===== src/rtl/stm_pkg.sv =====
// Shared constants and types for the gain-STM read path: pattern geometry,
// lane/word packing, read-pipeline depth and the reader FSM state type.
package stm_pkg;

  localparam int NUM_TRANSDUCERS   = 249;
  localparam int WORDS_PER_PATTERN = 64;
  localparam int LANES             = 4;
  localparam int LANE_WIDTH        = 16;
  localparam int WORD_WIDTH        = LANES * LANE_WIDTH;
  localparam int IDX_WIDTH         = 10;
  localparam int WORD_ADDR_WIDTH   = $clog2(WORDS_PER_PATTERN);
  localparam int ADDR_WIDTH        = IDX_WIDTH + WORD_ADDR_WIDTH;
  // Edges from the address register to the lane-mux output register
  // (one BRAM register plus the lane-mux register).
  localparam int RD_LATENCY        = 2;
  localparam int TIDX_WIDTH        = 8;

  typedef logic [7:0]                 intensity_t;
  typedef logic [7:0]                 phase_t;
  typedef logic [TIDX_WIDTH-1:0]      tidx_t;
  typedef logic [$clog2(LANES)-1:0]   lane_t;

  typedef enum logic [1:0] {IDLE, ISSUE, DRAIN, DONE} stm_rd_state_t;

  // One in-flight output slot travelling alongside the BRAM read.
  typedef struct packed {
    logic  valid;
    lane_t lane;
    tidx_t tIdx;
  } rd_token_t;

  localparam tidx_t LAST_TIDX = tidx_t'(NUM_TRANSDUCERS - 1);

endpackage


===== src/rtl/stm_lane_unpacker.sv =====
// Selects one 16-bit transducer entry out of a 64-bit BRAM word and
// registers its intensity (upper byte) and phase (lower byte).
module stm_lane_unpacker
  import stm_pkg::*;
(
  input  logic                  clk,
  input  logic                  rst_n,
  input  logic [WORD_WIDTH-1:0] word_i,
  input  lane_t                 lane_i,
  input  logic                  load_i,
  output intensity_t            intensity_o,
  output phase_t                phase_o
);

  logic [LANES-1:0][LANE_WIDTH-1:0] lanes;
  logic [LANE_WIDTH-1:0]            laneSel;
  intensity_t                       intensity_q;
  phase_t                           phase_q;

  assign lanes   = word_i;
  assign laneSel = lanes[lane_i];

  // Capture the selected lane only when a valid slot reaches this stage.
  always_ff @(posedge clk) begin
    if (!rst_n) begin
      intensity_q <= '0;
      phase_q     <= '0;
    end else if (load_i) begin
      intensity_q <= laneSel[15:8];
      phase_q     <= laneSel[7:0];
    end
  end

  assign intensity_o = intensity_q;
  assign phase_o     = phase_q;

endmodule


===== src/rtl/stm_gain_reader.sv =====
// Gain-STM pattern reader: on start, walks the 63 used words of the chosen
// pattern in BRAM and emits one transducer (intensity/phase/index) per cycle.
// Optional macro STM_GAIN_READER_OUTREG_EN adds one output register stage.
module stm_gain_reader
  import stm_pkg::*;
(
  input  logic                  clk,
  input  logic                  rst_n,
  input  logic                  start,
  input  logic [IDX_WIDTH-1:0]  idx,
  output logic                  busy,
  output logic [ADDR_WIDTH-1:0] addr,
  input  logic [WORD_WIDTH-1:0] din,
  output logic                  dout_valid,
  output intensity_t            intensity,
  output phase_t                phase,
  output tidx_t                 dout_idx,
  output logic                  done
);

  stm_rd_state_t         state_q, state_d;
  logic [ADDR_WIDTH-1:0] addr_q, addr_d;
  tidx_t                 issueCnt_q, issueCnt_d;
  rd_token_t             issueTok;
  rd_token_t             pipe_q [RD_LATENCY];
  rd_token_t             pipeOut;
  logic                  pipeBusy;
  logic                  accept;
  logic                  doutValid_q;
  tidx_t                 doutIdx_q;
  intensity_t            unpIntensity;
  phase_t                unpPhase;
  logic                  doneRaw;

  assign pipeOut = pipe_q[RD_LATENCY-1];
  assign doneRaw = (state_q == DONE);
  assign accept  = (state_q == IDLE) && start && !busy;
  assign addr    = addr_q;

  // True while any output slot is still travelling towards the lane mux.
  always_comb begin
    pipeBusy = 1'b0;
    for (int i = 0; i < RD_LATENCY; i++) begin
      pipeBusy = pipeBusy | pipe_q[i].valid;
    end
  end

  // Next-state, address stepping and per-cycle slot issue; the address moves
  // on every fourth slot so each word is held for its four lanes.
  always_comb begin
    state_d    = state_q;
    addr_d     = addr_q;
    issueCnt_d = issueCnt_q;
    issueTok   = '0;
    unique case (state_q)
      IDLE: begin
        if (accept) begin
          addr_d         = {idx, WORD_ADDR_WIDTH'(0)};
          issueTok.valid = 1'b1;
          issueCnt_d     = tidx_t'(1);
          state_d        = ISSUE;
        end
      end
      ISSUE: begin
        issueTok.valid = 1'b1;
        issueTok.lane  = lane_t'(issueCnt_q);
        issueTok.tIdx  = issueCnt_q;
        issueCnt_d     = issueCnt_q + tidx_t'(1);
        if (lane_t'(issueCnt_q) == '0) begin
          addr_d = addr_q + ADDR_WIDTH'(1);
        end
        if (issueCnt_q == LAST_TIDX) begin
          state_d = DRAIN;
        end
      end
      DRAIN: begin
        if (!pipeBusy) begin
          state_d = DONE;
        end
      end
      DONE: begin
        state_d = IDLE;
      end
      default: begin
        state_d = IDLE;
      end
    endcase
  end

  // State, address and slot-tracking shift register.
  always_ff @(posedge clk) begin
    if (!rst_n) begin
      state_q    <= IDLE;
      addr_q     <= '0;
      issueCnt_q <= '0;
      for (int i = 0; i < RD_LATENCY; i++) begin
        pipe_q[i] <= '0;
      end
    end else begin
      state_q    <= state_d;
      addr_q     <= addr_d;
      issueCnt_q <= issueCnt_d;
      pipe_q[0]  <= issueTok;
      for (int i = 1; i < RD_LATENCY; i++) begin
        pipe_q[i] <= pipe_q[i-1];
      end
    end
  end

  // Valid and transducer index registered in step with the lane-mux data.
  always_ff @(posedge clk) begin
    if (!rst_n) begin
      doutValid_q <= 1'b0;
      doutIdx_q   <= '0;
    end else begin
      doutValid_q <= pipeOut.valid;
      if (pipeOut.valid) begin
        doutIdx_q <= pipeOut.tIdx;
      end
    end
  end

  stm_lane_unpacker u_unpacker (
    .clk         (clk),
    .rst_n       (rst_n),
    .word_i      (din),
    .lane_i      (pipeOut.lane),
    .load_i      (pipeOut.valid),
    .intensity_o (unpIntensity),
    .phase_o     (unpPhase)
  );

`ifdef STM_GAIN_READER_OUTREG_EN
  logic       outValid_q;
  tidx_t      outIdx_q;
  intensity_t outIntensity_q;
  phase_t     outPhase_q;
  logic       outDone_q;

  // Extra output stage; busy stays high until the delayed done has shown.
  always_ff @(posedge clk) begin
    if (!rst_n) begin
      outValid_q     <= 1'b0;
      outIdx_q       <= '0;
      outIntensity_q <= '0;
      outPhase_q     <= '0;
      outDone_q      <= 1'b0;
    end else begin
      outValid_q     <= doutValid_q;
      outIdx_q       <= doutIdx_q;
      outIntensity_q <= unpIntensity;
      outPhase_q     <= unpPhase;
      outDone_q      <= doneRaw;
    end
  end

  assign dout_valid = outValid_q;
  assign dout_idx   = outIdx_q;
  assign intensity  = outIntensity_q;
  assign phase      = outPhase_q;
  assign done       = outDone_q;
  assign busy       = (state_q != IDLE) || outDone_q;
`else
  assign dout_valid = doutValid_q;
  assign dout_idx   = doutIdx_q;
  assign intensity  = unpIntensity;
  assign phase      = unpPhase;
  assign done       = doneRaw;
  assign busy       = (state_q != IDLE);
`endif

endmodule


===== config.mk =====
export PLATFORM = sky130hd
export DESIGN_NAME = stm_gain_reader
export DESIGN_NICKNAME = d
export VERILOG_FILES = /design/src/rtl/stm_pkg.sv /design/src/rtl/stm_lane_unpacker.sv /design/src/rtl/stm_gain_reader.sv
export SDC_FILE = /design/constraint.sdc
export NUM_CORES = 1
export LEC_CHECK = 0
export CAP_MARGIN = 20
export CORE_MARGIN = 5
export CORE_UTILIZATION = 46
export CTS_CLUSTER_SIZE = 10
export DETAILED_ROUTE_END_ITERATION = 7
export GPL_TIMING_DRIVEN = 1
export PLACE_DENSITY = 0.88
export SYNTH_ARGS = -nofsm -noshare
export SYNTH_HDL_FRONTEND = slang
export SYNTH_HIERARCHICAL = 1
export SYNTH_SLANG_ARGS = --single-unit

===== constraint.sdc =====
create_clock -name clk -period 2.3 [get_ports clk]
set_input_delay 0.46 -clock clk [delete_from_list [all_inputs] [get_ports clk]]
set_output_delay 0.46 -clock clk [all_outputs]
set_load 0.005 [all_outputs]

==> flow_metrics.tcl <==
set metrics [dict create \
    status "finished clean" \
    antenna_found_initial 0 \
    period_needed_ns 2.21 \
    rsz0062_at_grt "no" \
    tightest_slew_ns 0.661 \
    synth-async-reset-ratio_pct 0 \
    hp-class "reg2reg" \
    synthCells 353 \
    cts_setup_buffers 0 \
    place.gp.congestion 0.939 \
    met1_usage_pct 24.7 \
    max_slew_margin_pct 55.9 \
    synth-seq-cells 69 \
    drtPass1Iterations 5 \
    timing.rr.start "state_q[1]$_SDFFE_PN0P_" \
    fin_ws_ns 0.0870 \
    area.growth.synth_to_final_pct 42.0 \
    setup_viol 0 \
    antenna_left 0 \
    cpPeakStageDelay_ns 0.52 \
    synth_edf_count 0 \
    fin_tns_setup_ns 0 \
    dpl_cell_area_sq_um 4760 \
    drt-initial-drc-count 123 \
    cts-root-buf "clkbuf_8" \
    slew_violations 0 \
    hold_violations 0 \
    path_delay_family "buffers and inverters" \
    grt_pass1_vias 3160 \
    yosysTopAreaCell "dfxtp_1" \
    synth_top_area_share_pct 39.6 \
    grt_usage_pct 20.2 \
    drt-total-wl_mm 9.55 \
    startpoint "state_q[0]$_SDFFE_PN0P_" \
    routed-via-count 3122 \
    route.detailed.drc 0 \
    synth_most_common_cell "dfxtp_1" \
    viasPerCell 5.43 \
    cp.arrival_ns 1.75 \
    clock_latency_ns 0.34 \
    numCtsBuffers 9 \
    cts_hold_buf 0 \
    post-route-util_pct 67.7 \
    post-route-period-util_pct 96.2 \
    pwr_density_cell_nw_per_um2 798 \
    wire_per_inst_microns 16.6 \
    synth_sequential_area_ratio_pct 39.6 \
    fmax_ghz 0.452 \
    drive_above_1_share_pct 10.7 \
    irDropWorstVdd_mv 0.505 \
    n_antenna_cell 0 \
    synthTopCellsByArea "dfxtp_1, mux2i_1, o221ai_2, nand3b_1, ha_1" \
    syn_area_sq_um 3490 \
    grt_first_pass_wirelength_mm 15.9 \
    fin_nets 556 \
    grt_use_met2_pct 33.5 \
    cts_sinks 69 \
    crit_type "reg2out" \
    critPathLaunchType "flip-flop" \
    overflow 0 \
    row_count 31 \
    dieArea_sq_um 9430 \
    path_cells "inv_1, ha_2, inv_1, clkdlybuf4s50_1" \
    start_util_pct 47.6 \
    clkTransAtPathRegs_ns 0.08 \
    io_pins 120 \
    tritoncts "done" \
    yosysWarningCount 6 \
    endpoint_kind "output pin" \
    finalClockSkew_ns 0.0106 \
    slowest_stage "clkdlybuf4s50_1" \
    path_max_fanout 8 \
    total_leakage_power_nw 1.76 \
    grt-busiest-layer "met2" \
    crit_top_cell "inv_1" \
    clk_path_buf_depth 2 \
    synth_cell_types 53 \
    worst-path-buf-inv 3 \
    syn_area_per_cell_sq_um 9.89 \
    core_area_sq_um 7330 \
    die_w_microns 97.1 \
    final_cell_area_sq_um 4960 \
    port_buffers 119 \
    grt_max_degree 24 \
    synth_nets 438 \
    synth_ff_type "dfxtp_1" \
    maxCapViolCount 0 \
    die_y_microns 97.1 \
    ys_top_cells_by_count "dfxtp_1, mux2i_1, nand2_1, nand3b_1, and3_1" \
    dp.final_hpwl_mm 7.28 \
    worst_ep_required_time_ns 1.84 \
    preCtsSetupSlack_ns 0.214 \
    hold_start "pipe_q[0][4]$_SDFF_PN0_" \
    grt_util_met3_pct 6.89 \
    whs_ns 0.425 \
    cts_max_level 3 \
]
==> through the flow <==
stage | cells | power, mW
floorplan | 353 | 2.37
global placement | 559 | 2.93
detailed placement | 559 | 2.98
CTS | 575 | 3.98
global route | 575 | 4.21
finish | 575 | 3.96
==> layer usage <==
| metal | up-vias | routed length (microns) | share of wire (%) |
|---|---|---|---|
| met2 | 136 | 4460 | 47 |
| met1 | 1444 | 4180 | 44 |
| met5 | - | 0 | 0 |
| li1 | 1528 | - | - |
| met3 | 14 | 772 | 8.1 |
| met4 | 0 | 146 | 1.5 |
==> flip-flops by register name, indices dropped and copies added (netlist names) <==
signal and cells:
addr 16, issueCnt_q 8, u_unpacker/intensity_o 8, dout_valid 1, dout_idx 8, state_q 2
pipe_q 18, u_unpacker/phase_o 8
==> cell type report <==
cell class	instances	area, sq um
multi-input cells	251	1940
well taps	99	124
clock buffers	9	124
clock inverters	7	73.8
flip-flops and latches	69	1380
repair buffers	130	1280
inverters	10	37.5
fillers	551	2370
==> final timing paths <==
path                                   end  slack, ns  depth (start not counted)
setup / recovery                      busy       0.09                          4
hold / removal    pipe_q[0][15]$_SDFF_PN0_       0.42                          1
setup reg to reg     addr[14]$_SDFFE_PN0P_       0.22                          6
hold reg to reg   pipe_q[0][15]$_SDFF_PN0_       0.42                          1
==> where the power goes <==
part / switching [mW] / total, mW / leakage, nW / internal [mW]
Sequential: 0.183 / 1.53 / 0.560 / 1.34
Clock: 0.478 / 0.981 / 0.0996 / 0.504
Combinational: 0.710 / 1.45 / 1.10 / 0.742
==> cells in the final DEF (no fill, tap or decap), types with 2 or more instances in the layout <==
master,Yosys,routed
nand3_1,8,8
nor2b_1,14,14
mux2i_1,43,43
clkinv_4,0,2
dfxtp_1,69,68
nor3_1,8,8
ha_1,8,7
and2_1,10,10
clkinv_2,0,2
o21ai_0,4,4
o221ai_2,11,11
nand2b_1,2,2
nand3b_1,16,16
a32oi_1,2,2
and3_1,15,15
nand4_1,9,9
nand2_1,23,23
xnor2_1,4,4
buf_4,4,10
nor4_1,5,5
o31a_1,3,3
o221ai_1,5,5
xor2_1,5,5
nor2_1,14,14
clkdlybuf4s50_1,0,118
o31ai_1,3,3
clkbuf_8,0,9
o2bb2ai_1,5,5
or3_1,3,3
o32ai_1,2,2
a21oi_1,8,8
inv_1,9,9
==> logic make-up after synthesis <==
group                    count (synthesis)  synth area share (%)
buffers and inverters                   33                  5.05
flip-flops                              69                  39.6
AND/OR/NAND/NOR                        136                  22.9
multiplexers                            46                  13.7
adder cells (fa/ha/maj)                  8                  2.87
AO/OA/AOI/OAI                           52                  13.7
XOR/XNOR                                 9                  2.26
==> worst register-to-register path: cells and delay by family (launching register included) <==
kind | cells | cell delay (ns)
mux | 1 | 0.27
compound gates | 1 | 0.11
simple gates | 1 | 0.50
fa+ha+maj | 1 | 0.45
flops | 1 | 0.35
buf+inv | 2 | 0.35
==> what timing repair did <==
action,CTS,global route
endpoints found under the setup margin,1,0
gates resized for setup,1,0
hold endpoints to repair,0,0
(Power assumes the default switching activity.)
